<file path="config.mk">
export PLATFORM = sky130hd
export DESIGN_NAME = ysyx_23060025_arbiter_flat
export DESIGN_NICKNAME = d
export VERILOG_FILES = /design/src/rtl/ysyx_23060025_arbiter_if.sv /design/src/rtl/ysyx_23060025_arbiter.sv /design/src/flat_wrapper.sv
export SDC_FILE = /design/constraint.sdc
export NUM_CORES = 1
export LEC_CHECK = 0
export ABC_AREA = 1
export CORE_AREA = 2 2 170 172
export DETAILED_ROUTE_END_ITERATION = 10
export DIE_AREA = 0 0 172 174
export GPL_ROUTABILITY_DRIVEN = 0
export PLACE_DENSITY = 0.44
export SETUP_SLACK_MARGIN = 0.05
export SLEW_MARGIN = 20
export SYNTH_ARGS = -nofsm -noshare
export SYNTH_HDL_FRONTEND = slang
export SYNTH_SLANG_ARGS = --single-unit
</file>
<file path="constraint.sdc">
create_clock -name clock -period 1.8 [get_ports clock]
set_input_delay 0.36 -clock clock [delete_from_list [all_inputs] [get_ports clock]]
set_output_delay 0.36 -clock clock [all_outputs]
set_load 0.01 [all_outputs]
</file>
<file path="src/rtl/ysyx_23060025_arbiter_if.sv">
// Bus bundle between the IFU/LSU requesters, the arbiter and the downstream xbar.
// The master modport is the arbiter's view; the slave modport is the surrounding environment.
interface ysyx_23060025_arbiter_if #(
   parameter int ADDR_LEN = 32,
   parameter int DATA_LEN = 32
);
   logic [ADDR_LEN-1:0] ifu_ar_addr_i;
   logic                ifu_ar_valid_i, ifu_ar_ready_o;
   logic [DATA_LEN-1:0] ifu_r_data_o;
   logic [1:0]          ifu_r_resp_o;
   logic                ifu_r_valid_o, ifu_r_last_o, ifu_r_ready_i;

   logic [ADDR_LEN-1:0] lsu_ar_addr_i;
   logic [7:0]          lsu_ar_len_i;
   logic [2:0]          lsu_ar_size_i;
   logic                lsu_ar_valid_i, lsu_ar_ready_o;
   logic [DATA_LEN-1:0] lsu_r_data_o;
   logic [1:0]          lsu_r_resp_o;
   logic                lsu_r_valid_o, lsu_r_last_o, lsu_r_ready_i;
   logic [ADDR_LEN-1:0] lsu_aw_addr_i;
   logic [7:0]          lsu_aw_len_i;
   logic [2:0]          lsu_aw_size_i;
   logic                lsu_aw_valid_i, lsu_aw_ready_o;
   logic [DATA_LEN-1:0] lsu_w_data_i;
   logic [3:0]          lsu_w_strb_i;
   logic                lsu_w_last_i, lsu_w_valid_i, lsu_w_ready_o;
   logic [1:0]          lsu_b_resp_o;
   logic                lsu_b_valid_o, lsu_b_ready_i;

   logic [ADDR_LEN-1:0] m_ar_addr_o;
   logic [3:0]          m_ar_id_o;
   logic [7:0]          m_ar_len_o;
   logic [2:0]          m_ar_size_o;
   logic [1:0]          m_ar_burst_o;
   logic                m_ar_valid_o, m_ar_ready_i;
   logic [DATA_LEN-1:0] m_r_data_i;
   logic [1:0]          m_r_resp_i;
   logic                m_r_last_i;
   logic [3:0]          m_r_id_i;
   logic                m_r_valid_i, m_r_ready_o;
   logic [ADDR_LEN-1:0] m_aw_addr_o;
   logic [3:0]          m_aw_id_o;
   logic [7:0]          m_aw_len_o;
   logic [2:0]          m_aw_size_o;
   logic [1:0]          m_aw_burst_o;
   logic                m_aw_valid_o, m_aw_ready_i;
   logic [DATA_LEN-1:0] m_w_data_o;
   logic [3:0]          m_w_strb_o;
   logic                m_w_last_o, m_w_valid_o, m_w_ready_i;
   logic [1:0]          m_b_resp_i;
   logic [3:0]          m_b_id_i;
   logic                m_b_valid_i, m_b_ready_o;

   logic [1:0]          grant_o;

   modport master (
      input  ifu_ar_addr_i, ifu_ar_valid_i, ifu_r_ready_i,
      output ifu_ar_ready_o, ifu_r_data_o, ifu_r_resp_o, ifu_r_valid_o, ifu_r_last_o,
      input  lsu_ar_addr_i, lsu_ar_len_i, lsu_ar_size_i, lsu_ar_valid_i, lsu_r_ready_i,
      output lsu_ar_ready_o, lsu_r_data_o, lsu_r_resp_o, lsu_r_valid_o, lsu_r_last_o,
      input  lsu_aw_addr_i, lsu_aw_len_i, lsu_aw_size_i, lsu_aw_valid_i,
      input  lsu_w_data_i, lsu_w_strb_i, lsu_w_last_i, lsu_w_valid_i, lsu_b_ready_i,
      output lsu_aw_ready_o, lsu_w_ready_o, lsu_b_resp_o, lsu_b_valid_o,
      output m_ar_addr_o, m_ar_id_o, m_ar_len_o, m_ar_size_o, m_ar_burst_o, m_ar_valid_o,
      input  m_ar_ready_i, m_r_data_i, m_r_resp_i, m_r_last_i, m_r_id_i, m_r_valid_i,
      output m_r_ready_o,
      output m_aw_addr_o, m_aw_id_o, m_aw_len_o, m_aw_size_o, m_aw_burst_o, m_aw_valid_o,
      input  m_aw_ready_i,
      output m_w_data_o, m_w_strb_o, m_w_last_o, m_w_valid_o,
      input  m_w_ready_i, m_b_resp_i, m_b_id_i, m_b_valid_i,
      output m_b_ready_o, grant_o
   );

   modport slave (
      output ifu_ar_addr_i, ifu_ar_valid_i, ifu_r_ready_i,
      input  ifu_ar_ready_o, ifu_r_data_o, ifu_r_resp_o, ifu_r_valid_o, ifu_r_last_o,
      output lsu_ar_addr_i, lsu_ar_len_i, lsu_ar_size_i, lsu_ar_valid_i, lsu_r_ready_i,
      input  lsu_ar_ready_o, lsu_r_data_o, lsu_r_resp_o, lsu_r_valid_o, lsu_r_last_o,
      output lsu_aw_addr_i, lsu_aw_len_i, lsu_aw_size_i, lsu_aw_valid_i,
      output lsu_w_data_i, lsu_w_strb_i, lsu_w_last_i, lsu_w_valid_i, lsu_b_ready_i,
      input  lsu_aw_ready_o, lsu_w_ready_o, lsu_b_resp_o, lsu_b_valid_o,
      input  m_ar_addr_o, m_ar_id_o, m_ar_len_o, m_ar_size_o, m_ar_burst_o, m_ar_valid_o,
      output m_ar_ready_i, m_r_data_i, m_r_resp_i, m_r_last_i, m_r_id_i, m_r_valid_i,
      input  m_r_ready_o,
      input  m_aw_addr_o, m_aw_id_o, m_aw_len_o, m_aw_size_o, m_aw_burst_o, m_aw_valid_o,
      output m_aw_ready_i,
      input  m_w_data_o, m_w_strb_o, m_w_last_o, m_w_valid_o,
      output m_w_ready_i, m_b_resp_i, m_b_id_i, m_b_valid_i,
      input  m_b_ready_o, grant_o
   );
endinterface

</file>
<file path="src/rtl/ysyx_23060025_arbiter.sv">
// Two-requester (IFU, LSU) AXI arbiter with one transaction outstanding downstream.
// Round-robin between IFU and LSU; LSU write beats LSU read; grant is registered.
module ysyx_23060025_arbiter (
   input logic                     clock,
   input logic                     reset,
   ysyx_23060025_arbiter_if.master bus
);
   typedef enum logic [1:0] {IDLE, IFU_RD, LSU_RD, LSU_WR} state_t;

   localparam logic [3:0] IFU_ID      = 4'd0;
   localparam logic [3:0] LSU_ID      = 4'd1;
   localparam logic [1:0] BURST_INCR  = 2'b01;
   localparam logic [1:0] RESP_SLVERR = 2'b10;

   state_t state, state_nxt;
   logic   last_lsu;
   logic   ar_done, aw_done, w_done;
   logic   ifu_req, lsu_req, pick_lsu;

   assign ifu_req = bus.ifu_ar_valid_i;
   assign lsu_req = bus.lsu_aw_valid_i | bus.lsu_ar_valid_i;

   always_ff @(posedge clock) begin
      if (reset) begin
         state    <= IDLE;
         last_lsu <= 1'b0;
         ar_done  <= 1'b0;
         aw_done  <= 1'b0;
         w_done   <= 1'b0;
      end else begin
         state <= state_nxt;
         if (state == IDLE && state_nxt != IDLE) last_lsu <= (state_nxt != IFU_RD);
         if (state_nxt == IDLE) begin
            ar_done <= 1'b0;
            aw_done <= 1'b0;
            w_done  <= 1'b0;
         end else begin
            if (bus.m_ar_valid_o && bus.m_ar_ready_i) ar_done <= 1'b1;
            if (bus.m_aw_valid_o && bus.m_aw_ready_i) aw_done <= 1'b1;
            if (bus.m_w_valid_o && bus.m_w_ready_i && bus.m_w_last_o) w_done <= 1'b1;
         end
      end
   end

   always_comb begin
      state_nxt          = state;
      pick_lsu           = 1'b0;
      bus.grant_o        = 2'b00;
      bus.ifu_ar_ready_o = 1'b0;
      bus.ifu_r_data_o   = '0;
      bus.ifu_r_resp_o   = 2'b00;
      bus.ifu_r_valid_o  = 1'b0;
      bus.ifu_r_last_o   = 1'b0;
      bus.lsu_ar_ready_o = 1'b0;
      bus.lsu_r_data_o   = '0;
      bus.lsu_r_resp_o   = 2'b00;
      bus.lsu_r_valid_o  = 1'b0;
      bus.lsu_r_last_o   = 1'b0;
      bus.lsu_aw_ready_o = 1'b0;
      bus.lsu_w_ready_o  = 1'b0;
      bus.lsu_b_resp_o   = 2'b00;
      bus.lsu_b_valid_o  = 1'b0;
      bus.m_ar_addr_o    = '0;
      bus.m_ar_id_o      = 4'd0;
      bus.m_ar_len_o     = 8'd0;
      bus.m_ar_size_o    = 3'd0;
      bus.m_ar_burst_o   = 2'b00;
      bus.m_ar_valid_o   = 1'b0;
      bus.m_r_ready_o    = 1'b0;
      bus.m_aw_addr_o    = '0;
      bus.m_aw_id_o      = 4'd0;
      bus.m_aw_len_o     = 8'd0;
      bus.m_aw_size_o    = 3'd0;
      bus.m_aw_burst_o   = 2'b00;
      bus.m_aw_valid_o   = 1'b0;
      bus.m_w_data_o     = '0;
      bus.m_w_strb_o     = 4'd0;
      bus.m_w_last_o     = 1'b0;
      bus.m_w_valid_o    = 1'b0;
      bus.m_b_ready_o    = 1'b0;

      case (state)
         IDLE: begin
            // LSU wins unless IFU also asks and LSU held the last grant
            pick_lsu = lsu_req && (!ifu_req || !last_lsu);
            if (pick_lsu)     state_nxt = bus.lsu_aw_valid_i ? LSU_WR : LSU_RD;
            else if (ifu_req) state_nxt = IFU_RD;
         end
         IFU_RD: begin
            bus.grant_o        = 2'b01;
            bus.m_ar_addr_o    = bus.ifu_ar_addr_i;
            bus.m_ar_id_o      = IFU_ID;
            bus.m_ar_len_o     = 8'd0;
            bus.m_ar_size_o    = 3'b010;
            bus.m_ar_burst_o   = BURST_INCR;
            bus.m_ar_valid_o   = !ar_done;
            bus.ifu_ar_ready_o = bus.m_ar_ready_i && !ar_done;
            bus.ifu_r_data_o   = bus.m_r_data_i;
            bus.ifu_r_resp_o   = (bus.m_r_id_i == IFU_ID) ? bus.m_r_resp_i : RESP_SLVERR;
            bus.ifu_r_valid_o  = bus.m_r_valid_i;
            bus.ifu_r_last_o   = bus.m_r_last_i;
            bus.m_r_ready_o    = bus.ifu_r_ready_i;
            if (bus.m_r_valid_i && bus.ifu_r_ready_i && bus.m_r_last_i) state_nxt = IDLE;
         end
         LSU_RD: begin
            bus.grant_o        = 2'b10;
            bus.m_ar_addr_o    = bus.lsu_ar_addr_i;
            bus.m_ar_id_o      = LSU_ID;
            bus.m_ar_len_o     = bus.lsu_ar_len_i;
            bus.m_ar_size_o    = bus.lsu_ar_size_i;
            bus.m_ar_burst_o   = BURST_INCR;
            bus.m_ar_valid_o   = !ar_done;
            bus.lsu_ar_ready_o = bus.m_ar_ready_i && !ar_done;
            bus.lsu_r_data_o   = bus.m_r_data_i;
            bus.lsu_r_resp_o   = (bus.m_r_id_i == LSU_ID) ? bus.m_r_resp_i : RESP_SLVERR;
            bus.lsu_r_valid_o  = bus.m_r_valid_i;
            bus.lsu_r_last_o   = bus.m_r_last_i;
            bus.m_r_ready_o    = bus.lsu_r_ready_i;
            if (bus.m_r_valid_i && bus.lsu_r_ready_i && bus.m_r_last_i) state_nxt = IDLE;
         end
         LSU_WR: begin
            // AW and W run independently; W may complete before AW
            bus.grant_o        = 2'b10;
            bus.m_aw_addr_o    = bus.lsu_aw_addr_i;
            bus.m_aw_id_o      = LSU_ID;
            bus.m_aw_len_o     = bus.lsu_aw_len_i;
            bus.m_aw_size_o    = bus.lsu_aw_size_i;
            bus.m_aw_burst_o   = BURST_INCR;
            bus.m_aw_valid_o   = !aw_done;
            bus.lsu_aw_ready_o = bus.m_aw_ready_i && !aw_done;
            bus.m_w_data_o     = bus.lsu_w_data_i;
            bus.m_w_strb_o     = bus.lsu_w_strb_i;
            bus.m_w_last_o     = bus.lsu_w_last_i;
            bus.m_w_valid_o    = bus.lsu_w_valid_i && !w_done;
            bus.lsu_w_ready_o  = bus.m_w_ready_i && !w_done;
            bus.lsu_b_resp_o   = (bus.m_b_id_i == LSU_ID) ? bus.m_b_resp_i : RESP_SLVERR;
            bus.lsu_b_valid_o  = bus.m_b_valid_i;
            bus.m_b_ready_o    = bus.lsu_b_ready_i;
            if (bus.m_b_valid_i && bus.lsu_b_ready_i) state_nxt = IDLE;
         end
         default: state_nxt = IDLE;
      endcase
   end
endmodule

</file>
<file path="src/flat_wrapper.sv">
// flat-port wrapper written by rule: the top's interface ports become plain ports
module ysyx_23060025_arbiter_flat 
  (clock, reset, bus_ifu_ar_addr_i, bus_ifu_ar_valid_i, bus_ifu_r_ready_i, bus_ifu_ar_ready_o, bus_ifu_r_data_o, bus_ifu_r_resp_o, bus_ifu_r_valid_o, bus_ifu_r_last_o, bus_lsu_ar_addr_i, bus_lsu_ar_len_i, bus_lsu_ar_size_i, bus_lsu_ar_valid_i, bus_lsu_r_ready_i, bus_lsu_ar_ready_o, bus_lsu_r_data_o, bus_lsu_r_resp_o, bus_lsu_r_valid_o, bus_lsu_r_last_o, bus_lsu_aw_addr_i, bus_lsu_aw_len_i, bus_lsu_aw_size_i, bus_lsu_aw_valid_i, bus_lsu_w_data_i, bus_lsu_w_strb_i, bus_lsu_w_last_i, bus_lsu_w_valid_i, bus_lsu_b_ready_i, bus_lsu_aw_ready_o, bus_lsu_w_ready_o, bus_lsu_b_resp_o, bus_lsu_b_valid_o, bus_m_ar_addr_o, bus_m_ar_id_o, bus_m_ar_len_o, bus_m_ar_size_o, bus_m_ar_burst_o, bus_m_ar_valid_o, bus_m_ar_ready_i, bus_m_r_data_i, bus_m_r_resp_i, bus_m_r_last_i, bus_m_r_id_i, bus_m_r_valid_i, bus_m_r_ready_o, bus_m_aw_addr_o, bus_m_aw_id_o, bus_m_aw_len_o, bus_m_aw_size_o, bus_m_aw_burst_o, bus_m_aw_valid_o, bus_m_aw_ready_i, bus_m_w_data_o, bus_m_w_strb_o, bus_m_w_last_o, bus_m_w_valid_o, bus_m_w_ready_i, bus_m_b_resp_i, bus_m_b_id_i, bus_m_b_valid_i, bus_m_b_ready_o, bus_grant_o);
  ysyx_23060025_arbiter_if bus_i ();
  input logic clock;
  input logic reset;
  input wire logic [$bits(bus_i.ifu_ar_addr_i)-1:0] bus_ifu_ar_addr_i;
  input wire logic [$bits(bus_i.ifu_ar_valid_i)-1:0] bus_ifu_ar_valid_i;
  input wire logic [$bits(bus_i.ifu_r_ready_i)-1:0] bus_ifu_r_ready_i;
  output wire logic [$bits(bus_i.ifu_ar_ready_o)-1:0] bus_ifu_ar_ready_o;
  output wire logic [$bits(bus_i.ifu_r_data_o)-1:0] bus_ifu_r_data_o;
  output wire logic [$bits(bus_i.ifu_r_resp_o)-1:0] bus_ifu_r_resp_o;
  output wire logic [$bits(bus_i.ifu_r_valid_o)-1:0] bus_ifu_r_valid_o;
  output wire logic [$bits(bus_i.ifu_r_last_o)-1:0] bus_ifu_r_last_o;
  input wire logic [$bits(bus_i.lsu_ar_addr_i)-1:0] bus_lsu_ar_addr_i;
  input wire logic [$bits(bus_i.lsu_ar_len_i)-1:0] bus_lsu_ar_len_i;
  input wire logic [$bits(bus_i.lsu_ar_size_i)-1:0] bus_lsu_ar_size_i;
  input wire logic [$bits(bus_i.lsu_ar_valid_i)-1:0] bus_lsu_ar_valid_i;
  input wire logic [$bits(bus_i.lsu_r_ready_i)-1:0] bus_lsu_r_ready_i;
  output wire logic [$bits(bus_i.lsu_ar_ready_o)-1:0] bus_lsu_ar_ready_o;
  output wire logic [$bits(bus_i.lsu_r_data_o)-1:0] bus_lsu_r_data_o;
  output wire logic [$bits(bus_i.lsu_r_resp_o)-1:0] bus_lsu_r_resp_o;
  output wire logic [$bits(bus_i.lsu_r_valid_o)-1:0] bus_lsu_r_valid_o;
  output wire logic [$bits(bus_i.lsu_r_last_o)-1:0] bus_lsu_r_last_o;
  input wire logic [$bits(bus_i.lsu_aw_addr_i)-1:0] bus_lsu_aw_addr_i;
  input wire logic [$bits(bus_i.lsu_aw_len_i)-1:0] bus_lsu_aw_len_i;
  input wire logic [$bits(bus_i.lsu_aw_size_i)-1:0] bus_lsu_aw_size_i;
  input wire logic [$bits(bus_i.lsu_aw_valid_i)-1:0] bus_lsu_aw_valid_i;
  input wire logic [$bits(bus_i.lsu_w_data_i)-1:0] bus_lsu_w_data_i;
  input wire logic [$bits(bus_i.lsu_w_strb_i)-1:0] bus_lsu_w_strb_i;
  input wire logic [$bits(bus_i.lsu_w_last_i)-1:0] bus_lsu_w_last_i;
  input wire logic [$bits(bus_i.lsu_w_valid_i)-1:0] bus_lsu_w_valid_i;
  input wire logic [$bits(bus_i.lsu_b_ready_i)-1:0] bus_lsu_b_ready_i;
  output wire logic [$bits(bus_i.lsu_aw_ready_o)-1:0] bus_lsu_aw_ready_o;
  output wire logic [$bits(bus_i.lsu_w_ready_o)-1:0] bus_lsu_w_ready_o;
  output wire logic [$bits(bus_i.lsu_b_resp_o)-1:0] bus_lsu_b_resp_o;
  output wire logic [$bits(bus_i.lsu_b_valid_o)-1:0] bus_lsu_b_valid_o;
  output wire logic [$bits(bus_i.m_ar_addr_o)-1:0] bus_m_ar_addr_o;
  output wire logic [$bits(bus_i.m_ar_id_o)-1:0] bus_m_ar_id_o;
  output wire logic [$bits(bus_i.m_ar_len_o)-1:0] bus_m_ar_len_o;
  output wire logic [$bits(bus_i.m_ar_size_o)-1:0] bus_m_ar_size_o;
  output wire logic [$bits(bus_i.m_ar_burst_o)-1:0] bus_m_ar_burst_o;
  output wire logic [$bits(bus_i.m_ar_valid_o)-1:0] bus_m_ar_valid_o;
  input wire logic [$bits(bus_i.m_ar_ready_i)-1:0] bus_m_ar_ready_i;
  input wire logic [$bits(bus_i.m_r_data_i)-1:0] bus_m_r_data_i;
  input wire logic [$bits(bus_i.m_r_resp_i)-1:0] bus_m_r_resp_i;
  input wire logic [$bits(bus_i.m_r_last_i)-1:0] bus_m_r_last_i;
  input wire logic [$bits(bus_i.m_r_id_i)-1:0] bus_m_r_id_i;
  input wire logic [$bits(bus_i.m_r_valid_i)-1:0] bus_m_r_valid_i;
  output wire logic [$bits(bus_i.m_r_ready_o)-1:0] bus_m_r_ready_o;
  output wire logic [$bits(bus_i.m_aw_addr_o)-1:0] bus_m_aw_addr_o;
  output wire logic [$bits(bus_i.m_aw_id_o)-1:0] bus_m_aw_id_o;
  output wire logic [$bits(bus_i.m_aw_len_o)-1:0] bus_m_aw_len_o;
  output wire logic [$bits(bus_i.m_aw_size_o)-1:0] bus_m_aw_size_o;
  output wire logic [$bits(bus_i.m_aw_burst_o)-1:0] bus_m_aw_burst_o;
  output wire logic [$bits(bus_i.m_aw_valid_o)-1:0] bus_m_aw_valid_o;
  input wire logic [$bits(bus_i.m_aw_ready_i)-1:0] bus_m_aw_ready_i;
  output wire logic [$bits(bus_i.m_w_data_o)-1:0] bus_m_w_data_o;
  output wire logic [$bits(bus_i.m_w_strb_o)-1:0] bus_m_w_strb_o;
  output wire logic [$bits(bus_i.m_w_last_o)-1:0] bus_m_w_last_o;
  output wire logic [$bits(bus_i.m_w_valid_o)-1:0] bus_m_w_valid_o;
  input wire logic [$bits(bus_i.m_w_ready_i)-1:0] bus_m_w_ready_i;
  input wire logic [$bits(bus_i.m_b_resp_i)-1:0] bus_m_b_resp_i;
  input wire logic [$bits(bus_i.m_b_id_i)-1:0] bus_m_b_id_i;
  input wire logic [$bits(bus_i.m_b_valid_i)-1:0] bus_m_b_valid_i;
  output wire logic [$bits(bus_i.m_b_ready_o)-1:0] bus_m_b_ready_o;
  output wire logic [$bits(bus_i.grant_o)-1:0] bus_grant_o;
  assign bus_i.ifu_ar_addr_i = bus_ifu_ar_addr_i;
  assign bus_i.ifu_ar_valid_i = bus_ifu_ar_valid_i;
  assign bus_i.ifu_r_ready_i = bus_ifu_r_ready_i;
  assign bus_ifu_ar_ready_o = bus_i.ifu_ar_ready_o;
  assign bus_ifu_r_data_o = bus_i.ifu_r_data_o;
  assign bus_ifu_r_resp_o = bus_i.ifu_r_resp_o;
  assign bus_ifu_r_valid_o = bus_i.ifu_r_valid_o;
  assign bus_ifu_r_last_o = bus_i.ifu_r_last_o;
  assign bus_i.lsu_ar_addr_i = bus_lsu_ar_addr_i;
  assign bus_i.lsu_ar_len_i = bus_lsu_ar_len_i;
  assign bus_i.lsu_ar_size_i = bus_lsu_ar_size_i;
  assign bus_i.lsu_ar_valid_i = bus_lsu_ar_valid_i;
  assign bus_i.lsu_r_ready_i = bus_lsu_r_ready_i;
  assign bus_lsu_ar_ready_o = bus_i.lsu_ar_ready_o;
  assign bus_lsu_r_data_o = bus_i.lsu_r_data_o;
  assign bus_lsu_r_resp_o = bus_i.lsu_r_resp_o;
  assign bus_lsu_r_valid_o = bus_i.lsu_r_valid_o;
  assign bus_lsu_r_last_o = bus_i.lsu_r_last_o;
  assign bus_i.lsu_aw_addr_i = bus_lsu_aw_addr_i;
  assign bus_i.lsu_aw_len_i = bus_lsu_aw_len_i;
  assign bus_i.lsu_aw_size_i = bus_lsu_aw_size_i;
  assign bus_i.lsu_aw_valid_i = bus_lsu_aw_valid_i;
  assign bus_i.lsu_w_data_i = bus_lsu_w_data_i;
  assign bus_i.lsu_w_strb_i = bus_lsu_w_strb_i;
  assign bus_i.lsu_w_last_i = bus_lsu_w_last_i;
  assign bus_i.lsu_w_valid_i = bus_lsu_w_valid_i;
  assign bus_i.lsu_b_ready_i = bus_lsu_b_ready_i;
  assign bus_lsu_aw_ready_o = bus_i.lsu_aw_ready_o;
  assign bus_lsu_w_ready_o = bus_i.lsu_w_ready_o;
  assign bus_lsu_b_resp_o = bus_i.lsu_b_resp_o;
  assign bus_lsu_b_valid_o = bus_i.lsu_b_valid_o;
  assign bus_m_ar_addr_o = bus_i.m_ar_addr_o;
  assign bus_m_ar_id_o = bus_i.m_ar_id_o;
  assign bus_m_ar_len_o = bus_i.m_ar_len_o;
  assign bus_m_ar_size_o = bus_i.m_ar_size_o;
  assign bus_m_ar_burst_o = bus_i.m_ar_burst_o;
  assign bus_m_ar_valid_o = bus_i.m_ar_valid_o;
  assign bus_i.m_ar_ready_i = bus_m_ar_ready_i;
  assign bus_i.m_r_data_i = bus_m_r_data_i;
  assign bus_i.m_r_resp_i = bus_m_r_resp_i;
  assign bus_i.m_r_last_i = bus_m_r_last_i;
  assign bus_i.m_r_id_i = bus_m_r_id_i;
  assign bus_i.m_r_valid_i = bus_m_r_valid_i;
  assign bus_m_r_ready_o = bus_i.m_r_ready_o;
  assign bus_m_aw_addr_o = bus_i.m_aw_addr_o;
  assign bus_m_aw_id_o = bus_i.m_aw_id_o;
  assign bus_m_aw_len_o = bus_i.m_aw_len_o;
  assign bus_m_aw_size_o = bus_i.m_aw_size_o;
  assign bus_m_aw_burst_o = bus_i.m_aw_burst_o;
  assign bus_m_aw_valid_o = bus_i.m_aw_valid_o;
  assign bus_i.m_aw_ready_i = bus_m_aw_ready_i;
  assign bus_m_w_data_o = bus_i.m_w_data_o;
  assign bus_m_w_strb_o = bus_i.m_w_strb_o;
  assign bus_m_w_last_o = bus_i.m_w_last_o;
  assign bus_m_w_valid_o = bus_i.m_w_valid_o;
  assign bus_i.m_w_ready_i = bus_m_w_ready_i;
  assign bus_i.m_b_resp_i = bus_m_b_resp_i;
  assign bus_i.m_b_id_i = bus_m_b_id_i;
  assign bus_i.m_b_valid_i = bus_m_b_valid_i;
  assign bus_m_b_ready_o = bus_i.m_b_ready_o;
  assign bus_grant_o = bus_i.grant_o;
  ysyx_23060025_arbiter u_core (.clock(clock), .reset(reset), .bus(bus_i));
endmodule
</file>
After elaboration in Yosys (flattened, before gate mapping)
Index checks and enable logic that the tools add are counted.
{"block": "word_totals", "register_bits": 6, "latchBits": 0, "mem_bits_rw": 0, "romBits": 0, "in_bits": 214, "output_inout_bits": 221, "elab_cells": 83, "n_memories": 0}
{"block": "classes", "n_addsub": 0, "mul": 0, "div_mod_pow": 0, "order_cmp": 0, "eq_ne": 6, "shift": 0, "n_mux": 43, "n_bitwise": 1, "reduce_logical": 28}
{"op": "32-bit two-way mux", "count": 4}
{"op": "32-bit case mux with 2 select lines", "count": 1}
{"op": "2-bit two-way mux", "count": 11}
{"op": "1-bit two-way mux", "count": 19}
{"op": "8-bit two-way mux", "count": 2}
{"op": "1-bit logical AND", "count": 15}
{"op": "4-bit by 1-bit equality test with 1-bit output, second input constant", "count": 2}
{"op": "2-bit case mux with 4 select lines", "count": 1}
{"op": "3-bit case mux with 2 select lines", "count": 1}
{"op": "2-bit OR reduction", "count": 3}
{"op": "1-bit logical NOT", "count": 5}
{"op": "2-bit equality test, second input constant", "count": 2}
{"op": "2-bit logical NOT", "count": 2}
{"op": "4-bit logical NOT", "count": 1}
{"op": "4-bit two-way mux", "count": 1}
{"op": "2-bit case mux with 2 select lines", "count": 1}
{"op": "3-bit two-way mux", "count": 1}
{"op": "2-bit by 1-bit equality test with 1-bit output, second input constant", "count": 1}
{"op": "2-bit by 1-bit != test with 1-bit output, second input constant", "count": 1}
{"op": "1-bit case mux with 2 select lines", "count": 1}
{"op": "2-bit nonzero test", "count": 1}
{"op": "1-bit logical OR", "count": 1}
{"op": "1-bit OR", "count": 1}

Logic depth before layout (Yosys ltp)
{"block": "depth", "depth_word": 7, "mapped_depth": 11, "ltp_nobuf": 11}

Worst setup path after synthesis
No wires, ideal clock.
{"block": "synth_timing", "path_kind": "register to output", "from": "register u_core.state[1]", "to": "output port bus_m_ar_addr_o[22]", "arrival_ns": 1.459, "required_time_ns": 1.440, "setup_slack_ns": -0.019, "path_stages_with_launch": 6, "path_buffers": 1, "cell_sequence": "dfxtp_1 -> inv_1 -> ha_1 -> clkinv_1 -> clkbuf_1 -> a21oi_1"}
{"block": "synth_via", "elab_chain_len": 2, "elab_cells_between_ends": 3, "cone_classes": "2 x eq/ne; 1 x mux"}
{"element": "start: declaration", "line_no": "ysyx_23060025_arbiter.sv:15", "rtl": "state_t state, state_nxt;"}
{"element": "start signal: assignment", "line_no": "ysyx_23060025_arbiter.sv:31", "rtl": "state <= state_nxt;"}
{"element": "2-bit equality test or 2-bit by 1-bit equality test with 1-bit output (tied branches)", "line_no": "ysyx_23060025_arbiter.sv:82", "rtl": "case (state)"}
{"element": "32-bit case mux with 2 select lines (*)", "line_no": "ysyx_23060025_arbiter.sv:82"}
{"element": "end: declaration", "line_no": "flat_wrapper.sv:38", "rtl": "output wire logic [$bits(bus_i.m_ar_addr_o)-1:0] bus_m_ar_addr_o;"}
Mark *: on every way between the ends. The rest lies on a longest branch, timed or not.

Final worst setup path
{"block": "layout_timing", "from": "register u_core.state[1]", "to": "output port bus_m_w_data_o[28]"}
{"block": "layout_via", "elab_chain_len": 2}
{"element": "2-bit equality test", "line_no": "ysyx_23060025_arbiter.sv:82"}
{"element": "32-bit two-way mux", "line_no": "ysyx_23060025_arbiter.sv:82"}
{"element": "end: declaration", "line_no": "flat_wrapper.sv:58", "rtl": "output wire logic [$bits(bus_i.m_w_data_o)-1:0] bus_m_w_data_o;"}
Every way passes these cells.

==> out/results.ini <==
[global_routing]
grt_max_degree = 24
track_usage_pct = 12.29
overflow = 0
grt_pass1_vias = 4883
antenna_found_initial = 1
grt_pass1_wl_microns = 27970

[timing]
period_share_pct = 104.6
fin_crit_ns = 1.883
setup_viol = 103
max_freq_mhz = 531.0
finClkSkew_ns = 0.003433
rsz0062_at_grt = true
slew_violations = 0
hold_viol_final = 0
setup_slack_ns = -0.08321

[cells_and_area]
syn2layout_area_growth_pct = 264.4
postLayoutCoreUtil_pct = 30.96
drive_gt1_share_pct = 51.77
final_cell_mix = clkdlybuf4s50_1, nand2_1, buf_6
instances_no_fill = 1431
diodes = 0
nets = 1268
fillers = 3160
layout_commonest_cell = clkdlybuf4s50_1

[outcome]
outcome = finished, violations left
violations = negative setup slack

[place]
numPortBuffers = 426
place_inst = 1365
hpwl_microns = 15910

[routing]
avgViaCountPerCell = 3.454
route.detailed.drc = 0
vias = 4942
drt_pass1_iterations = 4
wl_per_cell_microns = 14.90
drtIter0Drc = 75
routed_wl_microns = 21320
antenna_left = 0

[floorplan]
die_h_microns = 174
die_area_sq_um = 29930
rows = 62
coreArea_sq_um = 28240
start_util_pct = 8.494
die_width_microns = 172
io_pins = 435

[setup_path]
cp_max_fo = 10
reg2reg_slack_ns = 0.20
start_kind = flop
endpoint_kind = output pin
path_class = flop to output pin
critical_path_required_ns = 1.44
arrival_ns = 1.52

[synthesis]
synthCells = 547
yosysWarnings = 0
yosysUniqueCellTypes = 22
ys_seq_area_share_pct = 5.008
syn_area_sq_um = 2399
syn_avg_cell_area_sq_um = 4.385
ys_ff_latch = 6

[clocking]
clockRootBuffer = clkbuf_16
cts.path.max_buffers = 2
hold_buffers = 0
insertion_delay_ns = 0.23
clkTransAtPathRegs_ns = 0.03
numClockSinks = 6
h-tree-depth = 1
cts_tree = done
cts_made_buffers = 3

[power]
switching_share_pct = 43.01
internal_power_mw = 2.685
p_comb_share_pct = 88.4
switchingPower_mw = 2.026
irDropWorstVdd_mv = 0.3140
seqPwrFrac_pct = 4.1
clkPwrFrac_pct = 7.5
leakagePower_nw = 5.125
power_density_nw_per_um2 = 539.0

[job]
drv_cap = 0

[hold_path]
hp-class = flop to flop

cells in the mapped netlist:
library cell | count | area, sq um
inv_2 | 1 | 3.750
nand2_1 | 246 | 923.4
ha_1 | 5 | 62.56
buf_2 | 16 | 80.08
o21ai_0 | 3 | 15.01
nand3_1 | 7 | 35.03
nor3_1 | 4 | 20.02
nor2_1 | 9 | 33.78
a31oi_1 | 1 | 6.260
conb_1 | 1 | 3.750
nor3b_1 | 1 | 7.510
buf_4 | 20 | 150.1
nand2_2 | 3 | 18.77
clkinv_1 | 1 | 3.750
nand4_1 | 1 | 6.260
inv_1 | 175 | 656.9
dfxtp_1 | 6 | 120.1
clkbuf_1 | 3 | 11.26
nand3b_1 | 2 | 15.01
o21ai_1 | 1 | 5.000
nor3b_2 | 2 | 25.02
a21oi_1 | 39 | 195.2
logic make-up (layout without fill, tap and decap cells):
kind of cell             Yosys count  count (layout)  synth area share [%]
AO/OA/AOI/OAI                     44              44                 9.233
other                              1               8                0.1563
AND/OR/NAND/NOR                  275             275                 45.23
adder cells (fa/ha/maj)            5               5                 2.608
flip-flops                         6               6                 5.008
buffers and inverters            216             709                 37.77
critical path, cell delays in order, from the launching register on:
cell and delay [ns]:
dfxtp_4 0.36, buf_6 0.12, ha_4 0.18, buf_6 0.13
buf_6 0.12, buf_12 0.14, nand2_1 0.06, inv_1 0.04
buf_4 0.14
layer usage:
layer	track usage [%]	vias up	part of all wire [%]
met5	0	-	0
met4	1.436	0	1.6
met3	3.005	15	9.4
met2	24.13	272	52
met1	13.45	2153	37
li1	-	2502	-
final timing paths:
| path | to | depth (start not counted) | from |
|---|---|---|---|
| max | bus_m_w_data_o[28] | 8 | u_core.state[1] |
| min | u_core.last_lsu | 4 | u_core.last_lsu |
| max reg2reg | u_core.w_done | 10 | u_core.state[1] |
| min reg2reg | u_core.last_lsu | 4 | u_core.last_lsu |
power by group through the flow:
stage | Combinational (mW) | Clock, mW | Sequential [mW]
CTS | 3.32 | 0.360 | 0.188
global placement | 3.05 | 0 | 0.177
finish | 4.16 | 0.354 | 0.194
detailed placement | 3.03 | 0 | 0.177
floorplan | 1.19 | 0 | 0.178
global route | 4.48 | 0.373 | 0.198
what timing repair did:
action,CTS,global route
setup endpoints to repair,213,215
gates resized for setup,692,541
setup buffers,21,28
gates cloned,7,12
pin swaps,7,19
per-stage QoR:
step	total power [mW]	TNS (ns)	worst slack, ns	area (sq um)	hold WS [ns]
after floorplan	1.365	0	0.09436	2549	0.4896
after global placement	3.228	-54.68	-0.8423	7441	0.5118
after detailed placement	3.207	-57.41	-0.7990	7441	0.5232
after CTS	3.870	-18.81	-0.2013	7727	0.5327
after global routing	5.049	-12.57	-0.1497	8741	0.5768
final	4.711	-4.428	-0.08321	8741	0.5230
flip-flops by register name, summed over array words and instances (netlist names):
name             flops
u_core.ar_done       1
u_core.aw_done       1
u_core.last_lsu      1
u_core.state         2
u_core.w_done        1
cell type report:
class	instances	area, sq um	share of cell area (%)
Clock buffer	3	75.07	0.8589
Sequential cell	6	127.6	1.460
Multi-Input combinational cell	332	2126	24.32
Timing Repair Buffer	529	5228	59.81
Inverter	177	704.4	8.059
Tap cell	384	480.5	5.497
No activity file was read; power rests on OpenSTA's default activity.
